File: src/rtl/wrr_arbiter.sv
// Weighted round-robin arbiter: N requesters, per-requester burst credit, registered one-hot grant.
// Optional macro ARB_LOCK_EN adds a `lock` input that holds the current grant past its credit.
module wrr_arbiter #(
  parameter  int N  = 4,
  parameter  int CW = 4,
  localparam int IW = $clog2(N)
) (
  input  logic            clk,
  input  logic            rst,
  input  logic [N-1:0]    req,
  input  logic [N*CW-1:0] weight,
`ifdef ARB_LOCK_EN
  input  logic            lock,
`endif
  output logic [N-1:0]    grant,
  output logic [IW-1:0]   grant_idx,
  output logic            grant_valid
);

  typedef enum logic [0:0] {IDLE = 1'b0, BUSY = 1'b1} state_t;

  state_t        state_r, state_s;
  logic [IW-1:0] ptr_r, ptr_s;        // last owner; equals the current owner while BUSY
  logic [CW-1:0] credit_r, credit_s;
  logic          found_s;
  logic [IW-1:0] pick_s;
  logic [CW-1:0] wsel_s, load_s;
  logic          hold_s, hit_s;
  logic [N-1:0]  grant_s;
  int            cand_s;

  // Round-robin search starting after ptr; the current owner comes last
  always_comb begin
    found_s = 1'b0;
    pick_s  = '0;
    cand_s  = 0;
    hit_s   = 1'b0;
    for (int k = 1; k <= N; k++) begin
      cand_s  = int'(ptr_r) + k;
      cand_s  = (cand_s >= N) ? cand_s - N : cand_s;
      hit_s   = req[cand_s] && !found_s;
      pick_s  = hit_s ? IW'(cand_s) : pick_s;
      found_s = found_s | hit_s;
    end
    wsel_s = weight[int'(pick_s)*CW +: CW];
    load_s = (wsel_s == '0) ? CW'(1) : wsel_s;
  end

  // Burst continuation and next-state selection
  always_comb begin
`ifdef ARB_LOCK_EN
    hold_s = req[ptr_r] && ((credit_r > CW'(1)) || lock);
`else
    hold_s = req[ptr_r] && (credit_r > CW'(1));
`endif
    state_s  = state_r;
    ptr_s    = ptr_r;
    credit_s = credit_r;
    case (state_r)
      IDLE: begin
        if (found_s) begin
          state_s  = BUSY;
          ptr_s    = pick_s;
          credit_s = load_s;
        end else begin
          state_s  = IDLE;
        end
      end
      BUSY: begin
        if (hold_s) begin
          // under lock the credit parks at 1 instead of wrapping
          credit_s = (credit_r > CW'(1)) ? credit_r - CW'(1) : credit_r;
        end else if (found_s) begin
          ptr_s    = pick_s;
          credit_s = load_s;
        end else begin
          state_s  = IDLE;
          credit_s = '0;
        end
      end
      default: begin
        state_s  = IDLE;
        credit_s = '0;
      end
    endcase
  end

  // One-hot decode of the next owner
  always_comb begin
    grant_s = '0;
    for (int i = 0; i < N; i++) begin
      grant_s[i] = (state_s == BUSY) && (ptr_s == IW'(i));
    end
  end

  // State and registered outputs
  always_ff @(posedge clk) begin
    if (!rst) begin
      state_r     <= IDLE;
      ptr_r       <= IW'(N-1);
      credit_r    <= '0;
      grant       <= '0;
      grant_idx   <= '0;
      grant_valid <= 1'b0;
    end else begin
      state_r     <= state_s;
      ptr_r       <= ptr_s;
      credit_r    <= credit_s;
      grant       <= grant_s;
      grant_idx   <= (state_s == BUSY) ? ptr_s : '0;
      grant_valid <= (state_s == BUSY);
    end
  end

endmodule

File: config.mk
export PLATFORM = sky130hd
export DESIGN_NAME = wrr_arbiter
export DESIGN_NICKNAME = d
export VERILOG_FILES = /design/src/rtl/wrr_arbiter.sv
export SDC_FILE = /design/constraint.sdc
export NUM_CORES = 1
export LEC_CHECK = 0
export CORE_MARGIN = 2
export CORE_UTILIZATION = 45
export DETAILED_ROUTE_END_ITERATION = 8
export PLACE_DENSITY = 0.88
export SLEW_MARGIN = 15
export SYNTH_ARGS = -nofsm -noshare
export SYNTH_HDL_FRONTEND = slang
export SYNTH_SLANG_ARGS = --single-unit
File: constraint.sdc
create_clock -name clk -period 2.3 [get_ports clk]
set_input_delay 0.23 -clock clk [delete_from_list [all_inputs] [get_ports clk]]
set_output_delay 0.23 -clock clk [all_outputs]
set_load 0.01 [all_outputs]
==> results.txt, run 1 <==
The run finished with clean final reports. The worst setup path category is in -> reg. The total standard cell area after synthesis came out at 879.6 um2.

The die footprint is 2324 um2. In this run, synthesis inferred 0 flip-flops with an integrated enable. In the final layout, the share of cells above drive strength 1 is 15.08%.

The later-pin clock latency in the skew report is approximately 0.28 ns. The standard cell core area came out at 1783 um2. The number of core rows came out at 15. Buffers inserted during clock tree synthesis total 3. The worst hold path belongs to the class reg -> reg. The end-of-flow core utilization is 68.28%.

The final sum of negative setup slack is 0 ns. The first detailed-routing pass took 4 iterations. The synthesis-to-finish area growth is 38.41%. IR analysis of the VDD net gives a maximum drop of 0.0006079 V. The initial cell density of the core came out at 49.33%. The relative max-transition margin is 75.52%. For this design the static power due to leakage is 0.4940 nW.

The residual overflow from global routing is 0. The via count of the first global-routing pass was between 800 and 900. The remaining routing DRC violations is 0. The global-route usage over all layers is 21.32%. The routed layout has about 830 vias. The post-detailed-placement half-perimeter wirelength came out at 1705 um. The data arrival time of the critical path came out at 2.23 ns. Setup repair after global routing left no endpoint under its margin. Counting every net in the synthesized netlist gives 117.

Buffers inserted to repair hold after CTS numbered 0. The type of destination of the critical path is a register. The number of nets still failing antenna checks after routing is 0. The initial antenna violation count came out at 0.

The final wirelength came out at 2204 um. The mean instance size in the synthesized netlist came out at 9.458 um2. The die height came out at 48.21 um. The sequential element share of the synthesized area came out at 29.59%. In this run the number of H-tree levels came out at 1. The mean routed wirelength per cell came out at 14.60 um.

Once the clock tree was built, the setup fixing pass inserted 0 buffers. The power density over the cells is 957.9 nW/um2. The number of ports placed on the die boundary is 29. The net count of the finished layout is about 150. The share of async-settable or async-resettable flops after synthesis came out at 0%. The x dimension of the die came out at 48.21 um. The tool flagged a number of max-cap violations equal to 0.

The number of instances on the worst hold path is 2. After the first detailed-routing iteration, the DRC count stood at 20. The final worst-path cycle share is 89.74%.

After clock tree synthesis, the clock-pin slew on the worst setup and hold paths is 0.08 ns. In this run, synthesis produced a sequential element count of 13. The routability congestion estimate came out at ~0.9. The final number of hold-violating endpoints is 0. The data required time of the worst path came out at roughly 2.5 ns. The clock passes through at most 2 buffers. Yosys printed 0 warnings. TritonCTS built the clock tree. The first global-routing pass estimated ~3400 um of wire.

The number of antenna cells inserted is 0. The largest clock skew in the final design is 0.008324 ns. The count of mapped cells out of synthesis came out at 93. The most used flip-flop cell after synthesis is dfxtp_1. The number of sinks driven by the clock tree is 13. The routed design could run at a clock period as short as 2.064 ns.

The number of instances resized during post-cts repair came out at 0. The number of setup violations in the final report came out at 0. The post-detailed-route via-to-cell ratio came out at 5.490.

The maximum number of pins on one net before global-route repair is 11. The category of the worst setup path launch point is an input port. The library cell used most frequently in the layout, excluding fill and tap cells, is clkdlybuf4s50_1. The distinct cell type count after synthesis is 36.

The maximum achievable frequency is between 400 and 500 MHz. In this run the tool buffered the top-level ports with 28 buffer cells. The root cell of the clock tree is clkbuf_4.

Leaving out fill and tap cells, the most frequent cells in the layout are 28 x clkdlybuf4s50_1, 13 x mux2i_1, 13 x dfxtp_1, 8 x nor2_1, 7 x nand2_1. The count of pins over their slew limit came out at 0. The measured slew at the worst slew-check pin came out at between 0.3 and 0.4 ns. The logic depth of the worst register-to-register path is 8. In this run the worst path has a maximum fanout of 9.
==> worst paths after layout <==
kind | from | to | slack [ns]
hold / removal | credit_r[3]$_SDFFE_PN0P_ | credit_r[3]$_SDFFE_PN0P_ | 0.64
setup reg to reg | ptr_r[0]$_SDFF_PN1_ | credit_r[2]$_SDFFE_PN0P_ | 0.31
setup / recovery | req[0] | credit_r[2]$_SDFFE_PN0P_ | 0.24
hold reg to reg | credit_r[3]$_SDFFE_PN0P_ | credit_r[3]$_SDFFE_PN0P_ | 0.64
==> synth_stat cells, types with 2 or more instances <==
library cell  instances  area share, %
o21ai_0               4            2.3
nor3b_1               2            1.7
dfxtp_1              13             30
nor2_1                8            3.4
o211ai_1              2            1.7
or2_2                 2            1.4
o22ai_1               2            1.4
nand2b_1              4            2.8
inv_1                 5            2.1
ha_1                  2            2.8
buf_6                 2            2.6
a21oi_1               2            1.1
mux2i_1              13             15
nor2b_1               4            2.8
nand2_1               7            3.0
==> critical path: stages <==
cell and delay, ns:
clkdlybuf4s50_1 0.52, o21a_1 0.23, a211oi_1 0.24, buf_4 0.24
mux2i_1 0.22, mux2i_1 0.13, a221oi_1 0.34, nor2b_1 0.08
==> per-stage QoR <==
stage / area (um2) / setup WS (ns) / power [W] / std cells / hold WS (ns)
floorplan: 879.6 / 0.5174 / 0.0008216 / 93 / 0.2919
global placement: 1191 / 0.006162 / 0.0009914 / 147 / 0.6012
detailed placement: 1191 / -0.03628 / 0.001027 / 147 / 0.6335
CTS: 1217 / 0.2344 / 0.001170 / 151 / 0.6467
global route: 1217 / 0.1193 / 0.001241 / 151 / 0.6588
finish: 1217 / 0.2359 / 0.001166 / 151 / 0.6423
==> cell families (layout without fill, tap and decap cells) <==
| logic type | count (synthesis) | in the layout | synth area share (%) |
|---|---|---|---|
| AOI/OAI and AO/OA | 21 | 21 | 20.77 |
| and+or+nand+nor | 34 | 34 | 22.05 |
| adders and majority gates | 2 | 2 | 2.844 |
| xor gates and xnor gates | 1 | 1 | 1.850 |
| DFF | 13 | 13 | 29.59 |
| muxes | 14 | 14 | 17.35 |
| buffers and inverters | 8 | 41 | 5.548 |
==> area by class of cell <==
cell class              instances  area, um2
flip-flops and latches         13      260.3
fillers                       144      565.5
well taps                      25      31.28
clock buffers                   4      26.28
inverters                       5      18.77
multi-input cells              72      570.5
repair buffers                 32      310.3
==> flip-flops by register name (all words and copies together), names as in the netlist <==
signal / cells
state_r: 1
credit_r: 4
grant: 4
ptr_r: 2
grant_idx: 2
==> routing by layer <==
metal	routed length [um]	GRT usage, %	up-vias
met5	0	0	-
met4	19	3.784	0
met3	118	5.556	2
met2	1142	39.21	37
met1	924	24.83	389
li1	-	-	401
==> power by group <==
part / internal, W / switching (W) / total, W / leakage (nW)
sequential: 0.000303 / 0.0000583 / 0.000361 / 0.108
clock: 0.0000672 / 0.0000722 / 0.000139 / 0.0150
combinational: 0.000338 / 0.000327 / 0.000666 / 0.371
total: 0.000708 / 0.000458 / 0.00117 / 0.494
No activity file was read; power rests on OpenSTA's default activity.
==> inputs of run 2 (changes only) <==
Settings changed: CORE_UTILIZATION 45 to 35, PLACE_DENSITY 0.88 to 0.73.
==> results.txt, run 2 (synthesized netlist as in run 1, its figures left out) <==
The cell with the most instances on the worst path is mux2i_1. VDD sags by at most 0.0005437 V. The via count of the first global-routing pass is 804. The global-route wire length before repair came out at ~3300 um.

The post-detailed-placement half-perimeter wirelength came out at about 1700 um. The total of fill cells in the finished design is 243. The number of antenna cells inserted is 0. Summed over all layers, the routed wires come to around 2200 um. STA classifies the critical path startpoint as an input port. The number of ports placed on the die boundary came out at 29. The worst path needs 2.042 ns of the cycle, external delays included. The die height came out at between 50 and 60 um.

The final number of hold-violating endpoints was 0. The number of instances resized during post-cts repair came out at 0. After routing the design area is 1225 um2. The type of destination of the critical path is a register. The data required time of the worst path came out at 2.47 ns. The end-of-flow core utilization came out at 50.36%.

In the layout the commonest cells are 28 x clkdlybuf4s50_1, 13 x mux2i_1, 13 x dfxtp_1, 8 x nor2_1, 7 x nand2_1. The count of pins over their slew limit was 0. The later-pin clock latency in the skew report came out at 0.28 ns. The delay of the slowest critical-path stage came out at about 0.53 ns. Setup repair after global routing left no endpoint under its margin. The post-layout net count is ~150. The maximum number of pins on one net before global-route repair is 11. The area growth from synthesis to layout is 39.26%. The measured slew at the worst slew-check pin came out at 0.3749 ns.

The area of all sequential standard cells came out at 260.3 um2. The maximum achievable frequency is just under 500 MHz. The initial antenna violation count was 0. The signal on the critical path passes through clkdlybuf4s50_1 > o21a_1 > a211oi_1 > buf_4 > mux2i_1 > mux2i_1 > a221oi_1 > nor2b_1. Post-CTS timing repair inserted 0 buffers for setup. For this run, design rule violations remaining after detail routing come to 0. The path class of the tightest hold or removal check is reg -> reg. Counting the buffers created by CTS gives 3.

Once placement finished, the instance area stood at 1197 um2. The number of sinks driven by the clock tree came out at 13. Of the available clock period, the critical path in the final layout requires 88.78%. The number of setup violations in the final report came out at 0. For this design, the slowest cell found on the critical path is clkdlybuf4s50_1.

The run finished with clean final reports. The number of max-capacitance violations reported came out at 0. The largest registers in the layout are credit_r x4, grant x4. The area of combinational cells with multiple inputs is around 570 um2. The flop-to-flop setup slack came out at 0.35 ns. The detail route stage leaves a number of antenna-violating nets equal to 0.

Broken down by cell family, the worst path's largest delay share belongs to buffers and inverters. The deepest level of the CTS H-tree came out at 1. The die footprint is 2930 um2. In the final routed layout, each cell accounts on average for roughly 14 um. The worst setup path is of the in -> reg kind.

In the routed layout, each cell is associated on average with a via count of approximately 5.2. The leakage power summed over all cells is 0.4967 nW. The clock tree from TritonCTS is built. The residual overflow from global routing is 0. In this run the power density over the cells is 947.5 nW/um2. The starting DRC count in detailed routing is 16.

The congestion estimate from routability-driven global placement came to 0.8775. The initial cell density of the core is around 36%. The data arrival time of the critical path is 2.21 ns. From left edge to right edge, the die measures 54.13 um. The overall via count from detail_route is just over 800. The largest clock skew in the final design is 0.0007431 ns. The number of core rows is 18. Clock tree synthesis selected as its root buffer the cell clkbuf_4. Cells with a size suffix above 1 make up 15.87% of the layout.

The global-route usage over all layers came out at 15.46%. The maximum clock insertion buffer count came out at 2. The library cell used most frequently in the layout, excluding fill and tap cells, is clkdlybuf4s50_1. For this run, the detailed router's first-pass iteration total came to 4.

After clock tree synthesis, the clock-pin slew on the worst setup and hold paths is around 0.090 ns. The relative max-transition margin is 75.01%. The buffering stage count on the worst path with inverters included came out at 2. Port buffering added 28 buffers. The hold buffer count at cts came out at 0. The standard cell core area is around 2400 um2.

The biggest fanout along the worst timing path came out at 9.
-- run 2: metrics by stage --
stage / setup TNS [ns] / instances / hold WS (ns) / total power [W] / setup WS (ns)
2_1_floorplan: 0 / 93 / 0.2919 / 0.0008216 / 0.5174
5_1_grt: 0 / 156 / 0.6459 / 0.001244 / 0.03890
3_5_place_dp: -0.05601 / 152 / 0.6062 / 0.001016 / -0.04401
6_report: 0 / 156 / 0.6100 / 0.001161 / 0.2580
3_3_place_gp: 0 / 152 / 0.5942 / 0.001001 / 0.001733
4_1_cts: 0 / 156 / 0.5974 / 0.001168 / 0.2435
-- run 2: layout make-up --
type / count / share of cell area [%]
timing repair buffer: 32 / 25.33
sequential: 13 / 21.25
clock buffer: 3 / 1.839
multi-input combinational: 72 / 46.58
clock inverter: 1 / 0.4086
inverter: 5 / 1.532
tap: 30 / 3.064
-- run 2: report_power, final --
group | switching, W | internal (W)
combinational | 0.000307 | 0.000337
clock | 0.0000829 | 0.0000646
sequential | 0.0000660 | 0.000303
-- run 2: path summary, 6_finish.rpt --
check	start	endpoint	cells after the start
max	req[1]	credit_r[2]$_SDFFE_PN0P_	8
min	credit_r[3]$_SDFFE_PN0P_	credit_r[3]$_SDFFE_PN0P_	2
max reg2reg	ptr_r[1]$_SDFF_PN1_	credit_r[2]$_SDFFE_PN0P_	7
min reg2reg	credit_r[3]$_SDFFE_PN0P_	credit_r[3]$_SDFFE_PN0P_	2
-- run 2: metal layers --
layer  vias to the layer above  share of wire, %  GRT usage, %
li1                        400                 -             -
met1                       384                43         16.50
met2                        27                49         29.12
met3                         4               7.6         5.000
met4                         0              0.51         3.333
met5                         -                 0             0
-- run 2: worst reg2reg max path: stages (launching register included) --
cell      delay [ns]
dfxtp_1         0.51
nor3b_1         0.11
a211oi_1        0.22
buf_4           0.24
mux2i_1         0.24
mux2i_1         0.13
a221oi_1        0.30
nor2b_1         0.09
